File: config.mk
export PLATFORM = sky130hd
export DESIGN_NAME = fp_add_align_flat
export DESIGN_NICKNAME = d
export VERILOG_FILES = /design/src/rtl/fp_pkg.sv /design/src/rtl/fp_add_align_if.sv /design/src/rtl/mant_rshift_sticky.sv /design/src/rtl/fp_add_align.sv /design/src/flat_wrapper.sv
export SDC_FILE = /design/constraint.sdc
export NUM_CORES = 1
export LEC_CHECK = 0
export ABC_AREA = 1
export ABC_CLOCK_PERIOD_IN_PS = 2750
export BUFFER_PORTS_ARGS = -buffer_cell sky130_fd_sc_hd__buf_2
export CAP_MARGIN = 20
export CELL_PAD_IN_SITES_DETAIL_PLACEMENT = 1
export CELL_PAD_IN_SITES_GLOBAL_PLACEMENT = 1
export CORE_AREA = 2 2 143 145
export DETAILED_ROUTE_END_ITERATION = 6
export DIE_AREA = 0 0 145 147
export PLACE_DENSITY = 0.82
export SKIP_CTS_REPAIR_TIMING = 1
export SYNTH_ARGS = -nofsm -noshare
export SYNTH_HDL_FRONTEND = slang
export SYNTH_SLANG_ARGS = --single-unit
export TNS_END_PERCENT = 10
File: constraint.sdc
create_clock -name clk -period 2.75 [get_ports clk]
set_clock_uncertainty 0.05 [all_clocks]
set_input_delay 0.55 -clock clk [delete_from_list [all_inputs] [get_ports clk]]
set_output_delay 0.55 -clock clk [all_outputs]
set_load 0.005 [all_outputs]
File: src/rtl/fp_pkg.sv
// Shared single-precision constants, the unpacked-operand type and the unpack helper
// used by the add-alignment pipeline.
package fp_pkg;

    localparam int FP_EXP_W   = 8;
    localparam int FP_MANT_W  = 24;
    localparam int FP_SHAMT_W = 5;

    localparam logic [FP_EXP_W-1:0]   FP_EXP_SPECIAL = 8'hFF;
    localparam logic [FP_SHAMT_W-1:0] FP_SHAMT_MAX   = 5'd31;

    typedef struct packed {
        logic                 sign;
        logic [FP_EXP_W-1:0]  exp;
        logic [FP_MANT_W-1:0] mant;
    } fp_unpacked_t;

    // Denormals flush to signed zero; normals get the hidden bit restored.
    function automatic fp_unpacked_t fp_unpack(input logic [31:0] x);
        fp_unpacked_t u;
        u.sign = x[31];
        if (x[30:23] == 8'd0) begin
            u.exp  = 8'd0;
            u.mant = 24'd0;
        end else begin
            u.exp  = x[30:23];
            u.mant = {1'b1, x[22:0]};
        end
        return u;
    endfunction

    function automatic logic fp_is_special(input logic [31:0] x);
        return (x[30:23] == FP_EXP_SPECIAL);
    endfunction

endpackage

File: src/rtl/fp_add_align_if.sv
// Operand-in / aligned-result-out valid-ready channels of the FP add alignment stage.
interface fp_add_align_if;
    import fp_pkg::*;

    logic                 in_vld;
    logic                 in_rdy;
    logic [31:0]          a;
    logic [31:0]          b;
    logic                 out_vld;
    logic                 out_rdy;
    logic                 out_sign_big;
    logic                 out_sign_small;
    logic [FP_EXP_W-1:0]  out_exp;
    logic [FP_MANT_W-1:0] out_mant_big;
    logic [FP_MANT_W-1:0] out_mant_small;
    logic                 out_sticky;
    logic                 out_sub;
    logic                 out_special;

    modport slave (
        input  in_vld, a, b, out_rdy,
        output in_rdy, out_vld, out_sign_big, out_sign_small, out_exp,
               out_mant_big, out_mant_small, out_sticky, out_sub, out_special
    );

    modport master (
        output in_vld, a, b, out_rdy,
        input  in_rdy, out_vld, out_sign_big, out_sign_small, out_exp,
               out_mant_big, out_mant_small, out_sticky, out_sub, out_special
    );

endinterface

File: src/rtl/mant_rshift_sticky.sv
// Logical right shift of a hidden-bit mantissa with a sticky flag collecting every bit
// shifted out; shifts of 24 or more clear the value and fold the whole mantissa into sticky.
module mant_rshift_sticky
    import fp_pkg::*;
(
    input  logic [FP_MANT_W-1:0]  mant,
    input  logic [FP_SHAMT_W-1:0] shamt,
    output logic [FP_MANT_W-1:0]  shifted,
    output logic                  sticky
);

    logic [FP_MANT_W-1:0] lost_mask_s;

    // Mask of the bit positions that fall off the bottom for this shift amount.
    always_comb begin
        lost_mask_s = 24'd0;
        if (shamt >= 5'd24) begin
            lost_mask_s = {FP_MANT_W{1'b1}};
        end else begin
            lost_mask_s = (24'd1 << shamt) - 24'd1;
        end
        shifted = mant >> shamt;
        sticky  = |(mant & lost_mask_s);
    end

endmodule

File: src/rtl/fp_add_align.sv
// Two-stage FP add front end: stage 1 unpacks, orders by magnitude and computes the
// shift; stage 2 aligns the smaller mantissa and produces sticky. Valid-ready on both sides.
module fp_add_align
    import fp_pkg::*;
(
    input  logic          clk,
    input  logic          rst_n,
    fp_add_align_if.slave bus
);

    fp_unpacked_t          a_u_s;
    fp_unpacked_t          b_u_s;
    fp_unpacked_t          big_s;
    fp_unpacked_t          small_s;
    logic [FP_EXP_W-1:0]   diff_s;
    logic [FP_SHAMT_W-1:0] shamt_s;
    logic                  special_s;
    logic                  in_rdy_s;
    logic                  s1_load_s;
    logic                  s2_adv_s;
    logic [FP_MANT_W-1:0]  shifted_s;
    logic                  sticky_s;

    logic                  s1_vld_r;
    fp_unpacked_t          s1_big_r;
    fp_unpacked_t          s1_small_r;
    logic [FP_SHAMT_W-1:0] s1_shamt_r;
    logic                  s1_special_r;

    logic                  s2_vld_r;
    logic                  s2_sign_big_r;
    logic                  s2_sign_small_r;
    logic [FP_EXP_W-1:0]   s2_exp_r;
    logic [FP_MANT_W-1:0]  s2_mant_big_r;
    logic [FP_MANT_W-1:0]  s2_mant_small_r;
    logic                  s2_sticky_r;
    logic                  s2_sub_r;
    logic                  s2_special_r;

    // Stage 2 refills whenever it is empty or its result leaves this cycle.
    assign s2_adv_s  = s1_vld_r && (!s2_vld_r || bus.out_rdy);
    assign in_rdy_s  = !s1_vld_r || s2_adv_s;
    assign s1_load_s = bus.in_vld && in_rdy_s;

    // Magnitude ordering compares raw {exp, frac}, so a tie keeps a as the big operand.
    always_comb begin
        a_u_s     = fp_unpack(bus.a);
        b_u_s     = fp_unpack(bus.b);
        special_s = fp_is_special(bus.a) || fp_is_special(bus.b);
        if (bus.a[30:0] >= bus.b[30:0]) begin
            big_s   = a_u_s;
            small_s = b_u_s;
        end else begin
            big_s   = b_u_s;
            small_s = a_u_s;
        end
        diff_s = big_s.exp - small_s.exp;
        if (diff_s > 8'd31) begin
            shamt_s = FP_SHAMT_MAX;
        end else begin
            shamt_s = diff_s[FP_SHAMT_W-1:0];
        end
    end

    // Stage occupancy flags.
    always_ff @(posedge clk or negedge rst_n) begin
        if (!rst_n) begin
            s1_vld_r <= 1'b0;
            s2_vld_r <= 1'b0;
        end else begin
            if (s1_load_s) begin
                s1_vld_r <= 1'b1;
            end else if (s2_adv_s) begin
                s1_vld_r <= 1'b0;
            end
            if (s2_adv_s) begin
                s2_vld_r <= 1'b1;
            end else if (bus.out_rdy) begin
                s2_vld_r <= 1'b0;
            end
        end
    end

    // Stage 1 datapath registers.
    always_ff @(posedge clk or negedge rst_n) begin
        if (!rst_n) begin
            s1_big_r     <= '0;
            s1_small_r   <= '0;
            s1_shamt_r   <= 5'd0;
            s1_special_r <= 1'b0;
        end else if (s1_load_s) begin
            s1_big_r     <= big_s;
            s1_small_r   <= small_s;
            s1_shamt_r   <= shamt_s;
            s1_special_r <= special_s;
        end
    end

    mant_rshift_sticky u_rshift (
        .mant    (s1_small_r.mant),
        .shamt   (s1_shamt_r),
        .shifted (shifted_s),
        .sticky  (sticky_s)
    );

    // Stage 2 result registers; they only change on advance, so a stalled result holds.
    always_ff @(posedge clk or negedge rst_n) begin
        if (!rst_n) begin
            s2_sign_big_r   <= 1'b0;
            s2_sign_small_r <= 1'b0;
            s2_exp_r        <= 8'd0;
            s2_mant_big_r   <= 24'd0;
            s2_mant_small_r <= 24'd0;
            s2_sticky_r     <= 1'b0;
            s2_sub_r        <= 1'b0;
            s2_special_r    <= 1'b0;
        end else if (s2_adv_s) begin
            s2_sign_big_r   <= s1_big_r.sign;
            s2_sign_small_r <= s1_small_r.sign;
            s2_exp_r        <= s1_big_r.exp;
            s2_mant_big_r   <= s1_big_r.mant;
            s2_mant_small_r <= shifted_s;
            s2_sticky_r     <= sticky_s;
            s2_sub_r        <= s1_big_r.sign ^ s1_small_r.sign;
            s2_special_r    <= s1_special_r;
        end
    end

    assign bus.in_rdy         = in_rdy_s;
    assign bus.out_vld        = s2_vld_r;
    assign bus.out_sign_big   = s2_sign_big_r;
    assign bus.out_sign_small = s2_sign_small_r;
    assign bus.out_exp        = s2_exp_r;
    assign bus.out_mant_big   = s2_mant_big_r;
    assign bus.out_mant_small = s2_mant_small_r;
    assign bus.out_sticky     = s2_sticky_r;
    assign bus.out_sub        = s2_sub_r;
    assign bus.out_special    = s2_special_r;

endmodule

File: src/flat_wrapper.sv
// flat-port wrapper written by rule: the top's interface ports become plain ports
module fp_add_align_flat import fp_pkg::*;
  (clk, rst_n, bus_in_vld, bus_a, bus_b, bus_out_rdy, bus_in_rdy, bus_out_vld, bus_out_sign_big, bus_out_sign_small, bus_out_exp, bus_out_mant_big, bus_out_mant_small, bus_out_sticky, bus_out_sub, bus_out_special);
  fp_add_align_if bus_i ();
  input  logic clk;
  input  logic rst_n;
  input wire logic [$bits(bus_i.in_vld)-1:0] bus_in_vld;
  input wire logic [$bits(bus_i.a)-1:0] bus_a;
  input wire logic [$bits(bus_i.b)-1:0] bus_b;
  input wire logic [$bits(bus_i.out_rdy)-1:0] bus_out_rdy;
  output wire logic [$bits(bus_i.in_rdy)-1:0] bus_in_rdy;
  output wire logic [$bits(bus_i.out_vld)-1:0] bus_out_vld;
  output wire logic [$bits(bus_i.out_sign_big)-1:0] bus_out_sign_big;
  output wire logic [$bits(bus_i.out_sign_small)-1:0] bus_out_sign_small;
  output wire logic [$bits(bus_i.out_exp)-1:0] bus_out_exp;
  output wire logic [$bits(bus_i.out_mant_big)-1:0] bus_out_mant_big;
  output wire logic [$bits(bus_i.out_mant_small)-1:0] bus_out_mant_small;
  output wire logic [$bits(bus_i.out_sticky)-1:0] bus_out_sticky;
  output wire logic [$bits(bus_i.out_sub)-1:0] bus_out_sub;
  output wire logic [$bits(bus_i.out_special)-1:0] bus_out_special;
  assign bus_i.in_vld = bus_in_vld;
  assign bus_i.a = bus_a;
  assign bus_i.b = bus_b;
  assign bus_i.out_rdy = bus_out_rdy;
  assign bus_in_rdy = bus_i.in_rdy;
  assign bus_out_vld = bus_i.out_vld;
  assign bus_out_sign_big = bus_i.out_sign_big;
  assign bus_out_sign_small = bus_i.out_sign_small;
  assign bus_out_exp = bus_i.out_exp;
  assign bus_out_mant_big = bus_i.out_mant_big;
  assign bus_out_mant_small = bus_i.out_mant_small;
  assign bus_out_sticky = bus_i.out_sticky;
  assign bus_out_sub = bus_i.out_sub;
  assign bus_out_special = bus_i.out_special;
  fp_add_align u_core (.clk(clk), .rst_n(rst_n), .bus(bus_i));
endmodule
## Word-level counts from Yosys, hierarchy flattened

Index checks and enable logic that the tools add are counted.

- Register bits after elaboration: 127
- Latch bits: 0
- Bits in writable memories: 0
- ROM bits: 0
- Input bits: 68
- Output and inout port bits: 63
- Word-level logic and storage cells: 50
- Memories: 0

- Add/sub/neg operators: 2
- $mul: 0
- Divide/modulo/power cells: 0
- Order comparisons: 3
- Equal/unequal tests: 2
- Shift-type cells: 2
- Mux-type cells: 10
- Bitwise logic cells: 2
- Reductions and logical operators: 12

Operator list:

| kind | number |
|---|---|
| 33-bit 2-to-1 mux | 2 |
| 32-bit 2-to-1 mux | 2 |
| 31-bit >= comparator | 1 |
| 24-bit bitwise AND | 1 |
| 24-bit 2-to-1 mux | 1 |
| 24-bit OR reduction | 1 |
| 1-bit by 5-bit left shift with 24-bit output (first input constant) | 1 |
| 24-bit by 5-bit right shift with 24-bit output | 1 |
| 24-bit by 1-bit subtractor with 24-bit output (second input constant) | 1 |
| 8-bit equality test (second input constant) | 2 |
| 8-bit zero test | 2 |
| 8-bit by 5-bit greater-than comparator with 1-bit output (second input constant) | 1 |
| 8-bit subtractor | 1 |
| 5-bit >= comparator (second input constant) | 1 |
| 5-bit 2-to-1 mux | 1 |
| 1-bit 2-to-1 mux | 4 |
| 2-bit nonzero test | 2 |
| 1-bit logical OR | 3 |
| 1-bit logical AND | 2 |
| 1-bit zero test | 2 |
| 1-bit bitwise XOR | 1 |

## Longest topological paths before layout

Gate-level depths: netlist of run 1.

- Depth in word-level cells: 6
- Mapped depth: 26
- Mapped depth without buffers: 23

## Hierarchy

Synthesis of run 1 repeated with hierarchy kept, for this count alone.

- Cells, all modules: 1,222
- Area, all modules: 8,578.2 sq um

By module, submodules not included:

| module | instances | cells an instance | area each (sq um) | sequential area each (sq um) |
|---|---|---|---|---|
| fp_add_align | 1 | 818 | 6,662.6 | 3,178.0 |
| mant_rshift_sticky | 1 | 404 | 1,915.6 | 0.0 |

## Worst setup path before layout of run 1

OpenSTA, ideal clock, no wires.

- Path type: input -> register
- Start point: in bus_b[26]
- End point: reg u_core.s1_shamt_r[0]
- Library setup time: 0.128 ns
- Arrival: 3.345 ns
- Required time: 2.572 ns
- Path slack: -0.773 ns
- Stages on the path: 25
- Path buffers: 3
- Path through: inv_1 > ha_1 > nand2_1 > inv_1 > nand2_1 > nand2_1 > a21oi_2 > nand2_1 > nor2_2 > nand2_4 > buf_4 > buf_2 > buf_2 > nand2_1 > o21ai_0 > ha_1 > fa_1 > inv_1 > nand2_1 > nand3_2 > nand3_1 > nand3_1 > nand2_1 > nor2_2 > a21oi_1

- Cells in the longest elaborated chain, start to end: 6
- Elaborated cells between the ends (all ways): 8
- Those cells by class: add/sub: 1; order compare: 2; mux: 4; reduce/logical: 1

Ends and longest elaborated chain:

| element | RTL line | RTL |
|---|---|---|
| start: declaration | flat_wrapper.sv:9 | `input wire logic [$bits(bus_i.b)-1:0] bus_b;` |
| parallel branches: the longest is 3 deep, another holds 31-bit >= comparator | - |  |
| 8-bit subtractor (*) | fp_add_align.sv:57 | `diff_s = big_s.exp - small_s.exp;` |
| 8-bit by 5-bit greater-than comparator with 1-bit output | fp_add_align.sv:58 | `if (diff_s > 8'd31) begin` |
| 5-bit 2-to-1 mux (*) | fp_add_align.sv:58 |  |
| end signal: assignment | fp_add_align.sv:94 | `s1_shamt_r <= shamt_s;` |
| end: declaration | fp_add_align.sv:27 | `logic [FP_SHAMT_W-1:0] s1_shamt_r;` |

Mark *: on every way between the ends.
A chain may end at the register's enable or synchronous reset.

==> results.yml, run 1 <==
floorplan:
  core.rowCount: 52
  initial_utilization: 0.412
  chipHeight_um: 147
  coreArea_mm2: 0.0198
  floorplan.die.width_um: 145
  dieArea_mm2: 0.0213
  ios: 131
cts:
  cts_tree: "done"
  clk_pin_slew_ns: 0.06
  cts_buffer_depth: 2
  numCtsBuffers: 17
  total_clock_sinks: 127
  htreeDepth: 4
  clock_insertion_delay_worst_skew_ns: 0.43
  cts_root_buffer: "sky130_fd_sc_hd__clkbuf_16"
setup_path:
  crit_type: "primary input to flop"
  cp.required_ns: 3.01
  largest_fanout_on_the_critical_path: 10
  regToRegStartpoint: "u_core.s1_shamt_r[4]"
  rr_worst_depth: 15
  setup.worst_path.start_class: "primary input"
  data_arrival_time_of_the_critical_path_ns: 3.39
  critPathCaptureType: "flop"
  critical_path.reg2reg.endpoint: "u_core.bus.out_sticky"
  rrSetupSlack_ns: 0.29
cells_and_area:
  drive_gt1_frac: 0.312
  area_delta_synth_final_pct: 34.7
  layout.cell_area.non_filler_mm2: 0.0110
  utilization: 0.555
  seqCellArea_mm2: 0.00318
  multi_input_area_mm2: 0.00458
  num-nets-final: 1443
  fill_cells: 2501
  n_antenna_cell: 0
sta:
  final-hold-violation-count: 0
  finalCritPeriodShare: 1.14
  achievable-frequency_mhz: 319
  timing.final.setup_violations: 16
  timing.final.ws_setup_ns: -0.385
  final_period_minus_worst_setup_slack_ns: 3.14
  timing.max_slew.rel_slack: 0.574
  rsz0062_at_grt: "yes"
  maxSlewViolCount: 0
  worstMarginPinSlew_ns: 0.640
logic_synthesis:
  synthCells: 1121
  yosys_register_bits: 127
  netlist_area_mm2: 0.00819
  synth.yosys.warnings: 0
  count_of_flip_flops_with_a_built_in_enable_after_synthesis: 0
  syn_avg_cell_area_um2: 7.30
  synth.distinct_cells: 48
  yosysSeqAreaShare: 0.388
  yosys-top-cells-area: "sky130_fd_sc_hd__dfrtp_1 39%, sky130_fd_sc_hd__nand2_1 13%, sky130_fd_sc_hd__o21ai_0 8.7%, sky130_fd_sc_hd__inv_1 7.3%, sky130_fd_sc_hd__ha_1 6.0%"
  yosysTopAreaCell: "sky130_fd_sc_hd__dfrtp_1"
  yosys.area.top_type_share: 0.388
  synth_top_flop_cell: "sky130_fd_sc_hd__dfrtp_1"
  synth_nets: 1229
  synth-async-reset-ratio: 1.00
drt:
  detailedRoute.firstIterationViolations: 516
  dr_total_vias: 8846
  vias_per_cell: 5.47
  routed_wirelength_um: 32200
  drtAntennaViolNets: 0
  routed_wire_length_per_instance_um: 19.9
  route.detailed.drc: 0
  drt_pass1_iterations: 5
grt:
  antenna_found_initial: 0
  gr-usage-all-layers: 0.278
  globalRouteOverflowTotal: 0
  grt_pass1_vias: 9327
  pin_count_of_the_biggest_net_entering_global_routing: 64
  grt_pass1_wl_um: 47600
placed_design:
  portBuffers: 130
  gpl.final_weighted_congestion: 0.921
  dpl-instance-area_mm2: 0.0100
  dp_hpwl_um: 22000
job:
  max_cap_violations: 0
run_status:
  run_status: "complete, but fails checks"
  violations: "setup timing"
power:
  powerDensity_mw_per_mm2: 703
  power.ir.vdd_worst_mv: 0.463
  power_leakage_nw: 5.50
hold_path:
  hold_path_class: "primary input to async pin"
per-stage QoR:
step | power [mW] | setup TNS (ns) | hold slack [ns] | std cells | setup WS [ns]
floorplan | 3.93 | -2.74 | 0.204 | 1121 | -0.549
global placement | 4.93 | -7.09 | 0.413 | 1575 | -0.770
global route | 8.15 | -6.43 | 0.0255 | 1616 | -0.579
detailed placement | 5.04 | -9.41 | 0.412 | 1575 | -0.881
CTS | 7.50 | -2.69 | 0.0184 | 1605 | -0.549
finish | 7.75 | -2.30 | 0.00905 | 1616 | -0.385
Yosys cell counts (7+ instances only):
master and number:
sky130_fd_sc_hd__o221ai_1 12, sky130_fd_sc_hd__nand3_1 27, sky130_fd_sc_hd__buf_1 11, sky130_fd_sc_hd__mux2i_1 14, sky130_fd_sc_hd__nor2_1 61, sky130_fd_sc_hd__dfrtp_1 127, sky130_fd_sc_hd__inv_2 14, sky130_fd_sc_hd__o21ai_0 142
sky130_fd_sc_hd__ha_1 39, sky130_fd_sc_hd__nand2_1 281, sky130_fd_sc_hd__nor3_1 7, sky130_fd_sc_hd__a21oi_1 32, sky130_fd_sc_hd__o21ai_1 19, sky130_fd_sc_hd__inv_1 160, sky130_fd_sc_hd__buf_2 11, sky130_fd_sc_hd__clkbuf_1 25
sky130_fd_sc_hd__nand2_2 15, sky130_fd_sc_hd__o22ai_1 48
worst max path at each step:
| stage | start | end | slack, ns | depth (start not counted) |
|---|---|---|---|---|
| final | bus_b[8] | u_core.s1_shamt_r[1] | -0.39 | 22 |
| after global routing | bus_b[8] | u_core.s1_shamt_r[1] | -0.58 | 20 |
| after CTS | bus_b[13] | u_core.s1_shamt_r[4] | -0.55 | 23 |
| after detailed placement | bus_a[18] | u_core.s1_shamt_r[4] | -0.88 | 21 |
| after global placement | bus_b[18] | u_core.s1_shamt_r[4] | -0.77 | 22 |
| after floorplan | bus_b[28] | u_core.s1_shamt_r[0] | -0.55 | 23 |
cells by family (layout without fill, tap and decap cells):
| family | Yosys count | count (layout) | share of synthesized area |
|---|---|---|---|
| DFF | 127 | 127 | 0.388 |
| adders and majority gates | 40 | 40 | 0.0621 |
| muxes | 14 | 14 | 0.0171 |
| buffers and inverters | 227 | 452 | 0.109 |
| xor gates and xnor gates | 4 | 4 | 0.00428 |
| AOI/OAI and AO/OA | 283 | 283 | 0.195 |
| and+or+nand+nor | 426 | 426 | 0.224 |
final cells by class:
| type | count | area share |
|---|---|---|
| multi-input combinational | 767 | 0.415 |
| clock buffer | 17 | 0.0386 |
| timing repair buffer | 248 | 0.150 |
| sequential | 127 | 0.288 |
| tap | 270 | 0.0306 |
| inverter | 174 | 0.0596 |
| clock inverter | 13 | 0.0173 |
placed cells by master, fill, tap and decap left out, types with 5 or more instances in the layout:
cell type	Yosys	final
sky130_fd_sc_hd__nor3_1	7	6
sky130_fd_sc_hd__o21ai_0	142	132
sky130_fd_sc_hd__inv_2	14	32
sky130_fd_sc_hd__o221ai_1	12	12
sky130_fd_sc_hd__nand4_1	5	5
sky130_fd_sc_hd__o211ai_1	5	5
sky130_fd_sc_hd__o21ai_1	19	20
sky130_fd_sc_hd__a31oi_1	5	5
sky130_fd_sc_hd__o21ai_2	0	9
sky130_fd_sc_hd__buf_12	0	8
sky130_fd_sc_hd__o22ai_1	48	44
sky130_fd_sc_hd__nor2_1	61	55
sky130_fd_sc_hd__nand2_2	15	30
sky130_fd_sc_hd__buf_2	11	128
sky130_fd_sc_hd__clkinv_4	0	5
sky130_fd_sc_hd__a21oi_2	2	12
sky130_fd_sc_hd__buf_4	5	109
sky130_fd_sc_hd__nand3_1	27	25
sky130_fd_sc_hd__mux2i_1	14	14
sky130_fd_sc_hd__nor4_1	5	5
sky130_fd_sc_hd__ha_4	0	19
sky130_fd_sc_hd__nand2_4	2	6
sky130_fd_sc_hd__a21oi_1	32	22
sky130_fd_sc_hd__ha_1	39	19
sky130_fd_sc_hd__nor2_4	6	8
sky130_fd_sc_hd__clkbuf_16	0	17
sky130_fd_sc_hd__inv_1	160	141
sky130_fd_sc_hd__dfrtp_1	127	127
sky130_fd_sc_hd__nand2_1	281	261
sky130_fd_sc_hd__o21a_1	5	5
sky130_fd_sc_hd__nor2_2	6	10
sequential cells by signal, indices dropped and copies added, names as in the netlist:
register                   count
u_core.bus.out_mant_big       24
u_core.s1_special_r            1
u_core.bus.out_special         1
u_core.bus.out_sub             1
u_core.bus.out_mant_small     24
u_core.bus.out_sign_small      1
u_core.bus.out_sign_big        1
u_core.s1_shamt_r              5
u_core.bus.out_sticky          1
u_core.s1_small_r             25
u_core.bus.out_vld             1
u_core.bus.out_exp             8
u_core.s1_vld_r                1
u_core.s1_big_r               33
power breakdown:
part / total [mW] / switching (mW) / internal, mW
registers: 2.51 / 0.250 / 2.26
logic: 2.79 / 1.73 / 1.06
clock network: 2.45 / 0.934 / 1.51
total: 7.75 / 2.92 / 4.83
critical path: stages:
cell and delay [ns]:
sky130_fd_sc_hd__buf_2 0.09, sky130_fd_sc_hd__inv_1 0.05, sky130_fd_sc_hd__ha_1 0.34, sky130_fd_sc_hd__a21oi_1 0.24
sky130_fd_sc_hd__nor2_2 0.09, sky130_fd_sc_hd__nor2_2 0.12, sky130_fd_sc_hd__nand2_2 0.08, sky130_fd_sc_hd__nand2_4 0.11
sky130_fd_sc_hd__nand2_8 0.08, sky130_fd_sc_hd__buf_12 0.15, sky130_fd_sc_hd__nand2_1 0.10, sky130_fd_sc_hd__o21ai_2 0.11
sky130_fd_sc_hd__ha_4 0.30, sky130_fd_sc_hd__nand2_2 0.08, sky130_fd_sc_hd__nor3_2 0.24, sky130_fd_sc_hd__nand2_2 0.08
sky130_fd_sc_hd__nand2_1 0.07, sky130_fd_sc_hd__nand2_1 0.06, sky130_fd_sc_hd__nand2_1 0.08, sky130_fd_sc_hd__nand2_1 0.08
sky130_fd_sc_hd__nor2_4 0.19, sky130_fd_sc_hd__a21oi_2 0.08
per-layer routing:
| metal | up-vias | track usage | wire, um |
|---|---|---|---|
| li1 | 4108 | - | - |
| met1 | 4364 | 0.338 | 13100 |
| met2 | 289 | 0.494 | 16500 |
| met3 | 85 | 0.0466 | 1340 |
| met4 | 0 | 0.109 | 1270 |
| met5 | - | 0 | 0 |
Note: power is estimated with default switching activity, not from simulation.
==> inputs of run 2 (changes only) <==
--- a/config.mk
+++ b/config.mk
@@ -5,15 +5,14 @@
 export SDC_FILE = /design/constraint.sdc
 export NUM_CORES = 1
 export LEC_CHECK = 0
-export ABC_AREA = 1
 export ABC_CLOCK_PERIOD_IN_PS = 2750
 export BUFFER_PORTS_ARGS = -buffer_cell sky130_fd_sc_hd__buf_2
 export CAP_MARGIN = 20
 export CELL_PAD_IN_SITES_DETAIL_PLACEMENT = 1
 export CELL_PAD_IN_SITES_GLOBAL_PLACEMENT = 1
-export CORE_AREA = 2 2 143 145
+export CORE_AREA = 2 2 138 140
 export DETAILED_ROUTE_END_ITERATION = 6
-export DIE_AREA = 0 0 145 147
+export DIE_AREA = 0 0 140 142
 export PLACE_DENSITY = 0.82
 export SKIP_CTS_REPAIR_TIMING = 1
 export SYNTH_ARGS = -nofsm -noshare
==> results.yml, run 2 <==
floorplan:
  coreArea_mm2: 0.0185
  core.rowCount: 50
  initial_utilization: 0.433
  floorplan.die.width_um: 140
  dieArea_mm2: 0.0199
  ios: 131
  chipHeight_um: 142
setup_path:
  rrSetupSlack_ns: -0.04
  cp.required_ns: 3.00
  cp.buffers_inverters: 7
  critPathCaptureType: "flop"
  largest_fanout_on_the_critical_path: 8
  cp.depth: 22
  crit_path_cell_trace: "buf_2 -> inv_1 -> ha_1 -> nand4_1 -> buf_4 -> nor4_4 -> a311oi_4 -> o211ai_4 -> buf_4 -> buf_4 -> o21ai_0 -> o21ai_0 -> buf_4 -> ha_1 -> o21ai_1 -> nand2b_1 -> a21oi_2 -> mux2_2 -> nand4_1 -> a222oi_1 -> buf_4 -> a32oi_1"
  highest_cell_delay_on_the_worst_timing_path_ns: 0.36
  critical_path.reg2reg.endpoint: "u_core.bus.out_sticky"
  setup.worst_path.start_class: "primary input"
  cpMaxStageDelayCell: "sky130_fd_sc_hd__a311oi_4"
  regToRegStartpoint: "u_core.s1_shamt_r[1]"
  critical-path-top-delay-family: "compound AO/OA/AOI/OAI gates"
  rr_worst_depth: 8
  data_arrival_time_of_the_critical_path_ns: 4.63
  worst_path_most_repeated_cell: "sky130_fd_sc_hd__buf_4"
  crit_type: "primary input to flop"
  worst_setup_path_startpoint: "bus_b[20]"
drt:
  routed_wirelength_um: 37100
  route.detailed.drc: 15
  drtAntennaViolNets: 0
  routed_wire_length_per_instance_um: 26.9
  vias_per_cell: 6.48
  drt_pass1_iterations: 7
  dr_total_vias: 8935
  detailedRoute.firstIterationViolations: 1016
logic_synthesis:
  synth.yosys.warnings: 0
  yosys_register_bits: 127
  ys_top_cells_by_count: "150 x sky130_fd_sc_hd__nor2_1, 127 x sky130_fd_sc_hd__dfrtp_1, 76 x sky130_fd_sc_hd__o21ai_0, 68 x sky130_fd_sc_hd__nand2_1, 51 x sky130_fd_sc_hd__clkbuf_1"
  syn_avg_cell_area_um2: 9.06
  synth_nets: 991
  synthCells: 883
  yosysTopAreaCell: "sky130_fd_sc_hd__dfrtp_1"
  netlist_area_mm2: 0.00800
  synth.distinct_cells: 61
  synth_top_flop_cell: "sky130_fd_sc_hd__dfrtp_1"
  yosys-top-cells-area: "sky130_fd_sc_hd__dfrtp_1 40%, sky130_fd_sc_hd__nor2_1 7.0%, sky130_fd_sc_hd__ha_1 6.1%, sky130_fd_sc_hd__mux2_2 5.9%, sky130_fd_sc_hd__a221oi_1 5.1%"
  yosys.area.top_type_share: 0.397
  count_of_flip_flops_with_a_built_in_enable_after_synthesis: 0
  synth-async-reset-ratio: 1.00
  yosysSeqAreaShare: 0.397
  post-synth-top-count-cell: "sky130_fd_sc_hd__nor2_1"
power:
  clockPowerShare: 0.293
  p_sw_mw: 3.13
  power_leakage_nw: 5.15
  powerDensity_mw_per_mm2: 718
  seq_power_share: 0.322
  combPwrFrac: 0.385
  p_sw_frac: 0.388
  power.internal_mw: 4.94
  power.ir.vdd_worst_mv: 0.531
cells_and_area:
  area_delta_synth_final_pct: 40.5
  final_common_cell: "sky130_fd_sc_hd__buf_4"
  drive_gt1_frac: 0.397
  num-nets-final: 1240
  utilization: 0.609
  biggest_regs: "u_core.s1_big_r: 33 flops, u_core.s1_small_r: 25 flops"
  n_antenna_cell: 0
  max_flop_register: "u_core.s1_big_r"
  count_of_non_filler_cells_in_the_finished_layout: 1379
  largest_register_ff_count: 33
  most-common-layout-cells: "151 x sky130_fd_sc_hd__buf_4, 144 x sky130_fd_sc_hd__nor2_1, 127 x sky130_fd_sc_hd__dfrtp_1"
cts:
  cts_buffer_depth: 2
  clock_insertion_delay_worst_skew_ns: 0.44
  cts_tree: "done"
  clk_pin_slew_ns: 0.06
  cts_root_buffer: "sky130_fd_sc_hd__clkbuf_16"
  total_clock_sinks: 127
  numCtsBuffers: 17
  htreeDepth: 4
grt:
  antenna_found_initial: 1
  grt_pass1_wl_um: 46900
  pin_count_of_the_biggest_net_entering_global_routing: 72
  grt_pass1_vias: 8728
  globalRouteOverflowTotal: 0
  gr-usage-all-layers: 0.301
sta:
  timing.final.ws_setup_ns: -1.63
  achievable-frequency_mhz: 228
  timing.max_slew.rel_slack: 0.575
  rsz0062_at_grt: "yes"
  finalCritPeriodShare: 1.59
  maxSlewViolCount: 0
  worstMarginPinSlew_ns: 0.637
  final-hold-violation-count: 16
  final_period_minus_worst_setup_slack_ns: 4.38
  fin_worst_hold_slack_ns: -0.0104
  timing.final.setup_violations: 57
  tns_ns: -19.99
placed_design:
  placedCellCount: 1324
  gpl.final_weighted_congestion: 0.927
  dp_hpwl_um: 20200
  portBuffers: 130
  dp_slack_ns: -1.85
hold_path:
  hold_path_class: "primary input to async pin"
run_status:
  violations: "DRC, hold timing, setup timing"
  run_status: "complete, but fails checks"
job:
  max_cap_violations: 0
-- run 2: cell types whose count changed after synthesis, sizes merged, moves of 42 or more --
| cell | before | now |
|---|---|---|
| a221oi | 0 | 47 |
| mux2 | 0 | 42 |
| inv | 174 | 41 |
| o22ai | 48 | 2 |
| nand2 | 298 | 68 |
| nor2 | 73 | 150 |
| o21ai | 161 | 76 |
-- run 2: kinds of logic (layout without fill, tap and decap cells) --
family                     Yosys count  after routing  share of synthesized area
and+or+nand+nor                    281            281                      0.151
AOI/OAI and AO/OA                  241            241                      0.210
DFF                                127            127                      0.397
buffers and inverters              101            363                     0.0474
muxes                               84             84                      0.121
adders and majority gates           42             42                     0.0660
xor gates and xnor gates             7              7                    0.00767
-- run 2: metal layers --
layer / global-route usage / share of wire / vias to the layer above
li1: - / - / 3712
met1: 0.362 / 0.37 / 4404
met2: 0.531 / 0.49 / 601
met3: 0.0609 / 0.078 / 216
met4: 0.125 / 0.066 / 2
met5: 0 / 0.00030 / -
-- run 2: metrics by stage --
| stage | total power [mW] | area (um2) |
|---|---|---|
| after floorplan | 4.09 | 8140 |
| after global placement | 5.09 | 9910 |
| after detailed placement | 5.23 | 9910 |
| after CTS | 7.60 | 10500 |
| after global routing | 8.34 | 11200 |
| final | 8.06 | 11200 |
-- run 2: worst reg2reg max path, stage by stage (launching register included) --
cell	delay, ns
sky130_fd_sc_hd__dfrtp_1	0.46
sky130_fd_sc_hd__buf_4	0.48
sky130_fd_sc_hd__nand2_1	0.24
sky130_fd_sc_hd__o41ai_1	0.31
sky130_fd_sc_hd__a31oi_1	0.09
sky130_fd_sc_hd__a2111oi_0	0.39
sky130_fd_sc_hd__o2111ai_1	0.18
sky130_fd_sc_hd__a211oi_1	0.33
sky130_fd_sc_hd__a31oi_1	0.13
-- run 2: final cells by class --
cell class,instances,area (um2)
fillers,2055,7220
multi-input cells,655,4970
flip-flops and latches,127,3180
repair buffers,288,2020
clock buffers,18,439
well taps,234,293
inverters,43,176
clock inverters,14,154
-- run 2: how the worst max path moves through the flow --
| stage | to | slack, ns |
|---|---|---|
| after floorplan | u_core.s1_shamt_r[0] | -1.66 |
| after global placement | u_core.s1_shamt_r[0] | -1.80 |
| after detailed placement | u_core.s1_shamt_r[0] | -1.85 |
| after CTS | u_core.s1_shamt_r[2] | -1.55 |
| after global routing | u_core.s1_shamt_r[0] | -1.65 |
| final | u_core.s1_shamt_r[0] | -1.63 |
-- run 2: power groups by stage --
stage	Sequential [mW]	Combinational [mW]	Clock (mW)
global route	2.62	3.29	2.43
finish	2.60	3.11	2.36
floorplan	2.48	1.62	0
detailed placement	2.56	2.66	0
global placement	2.54	2.55	0
CTS	2.54	2.74	2.32
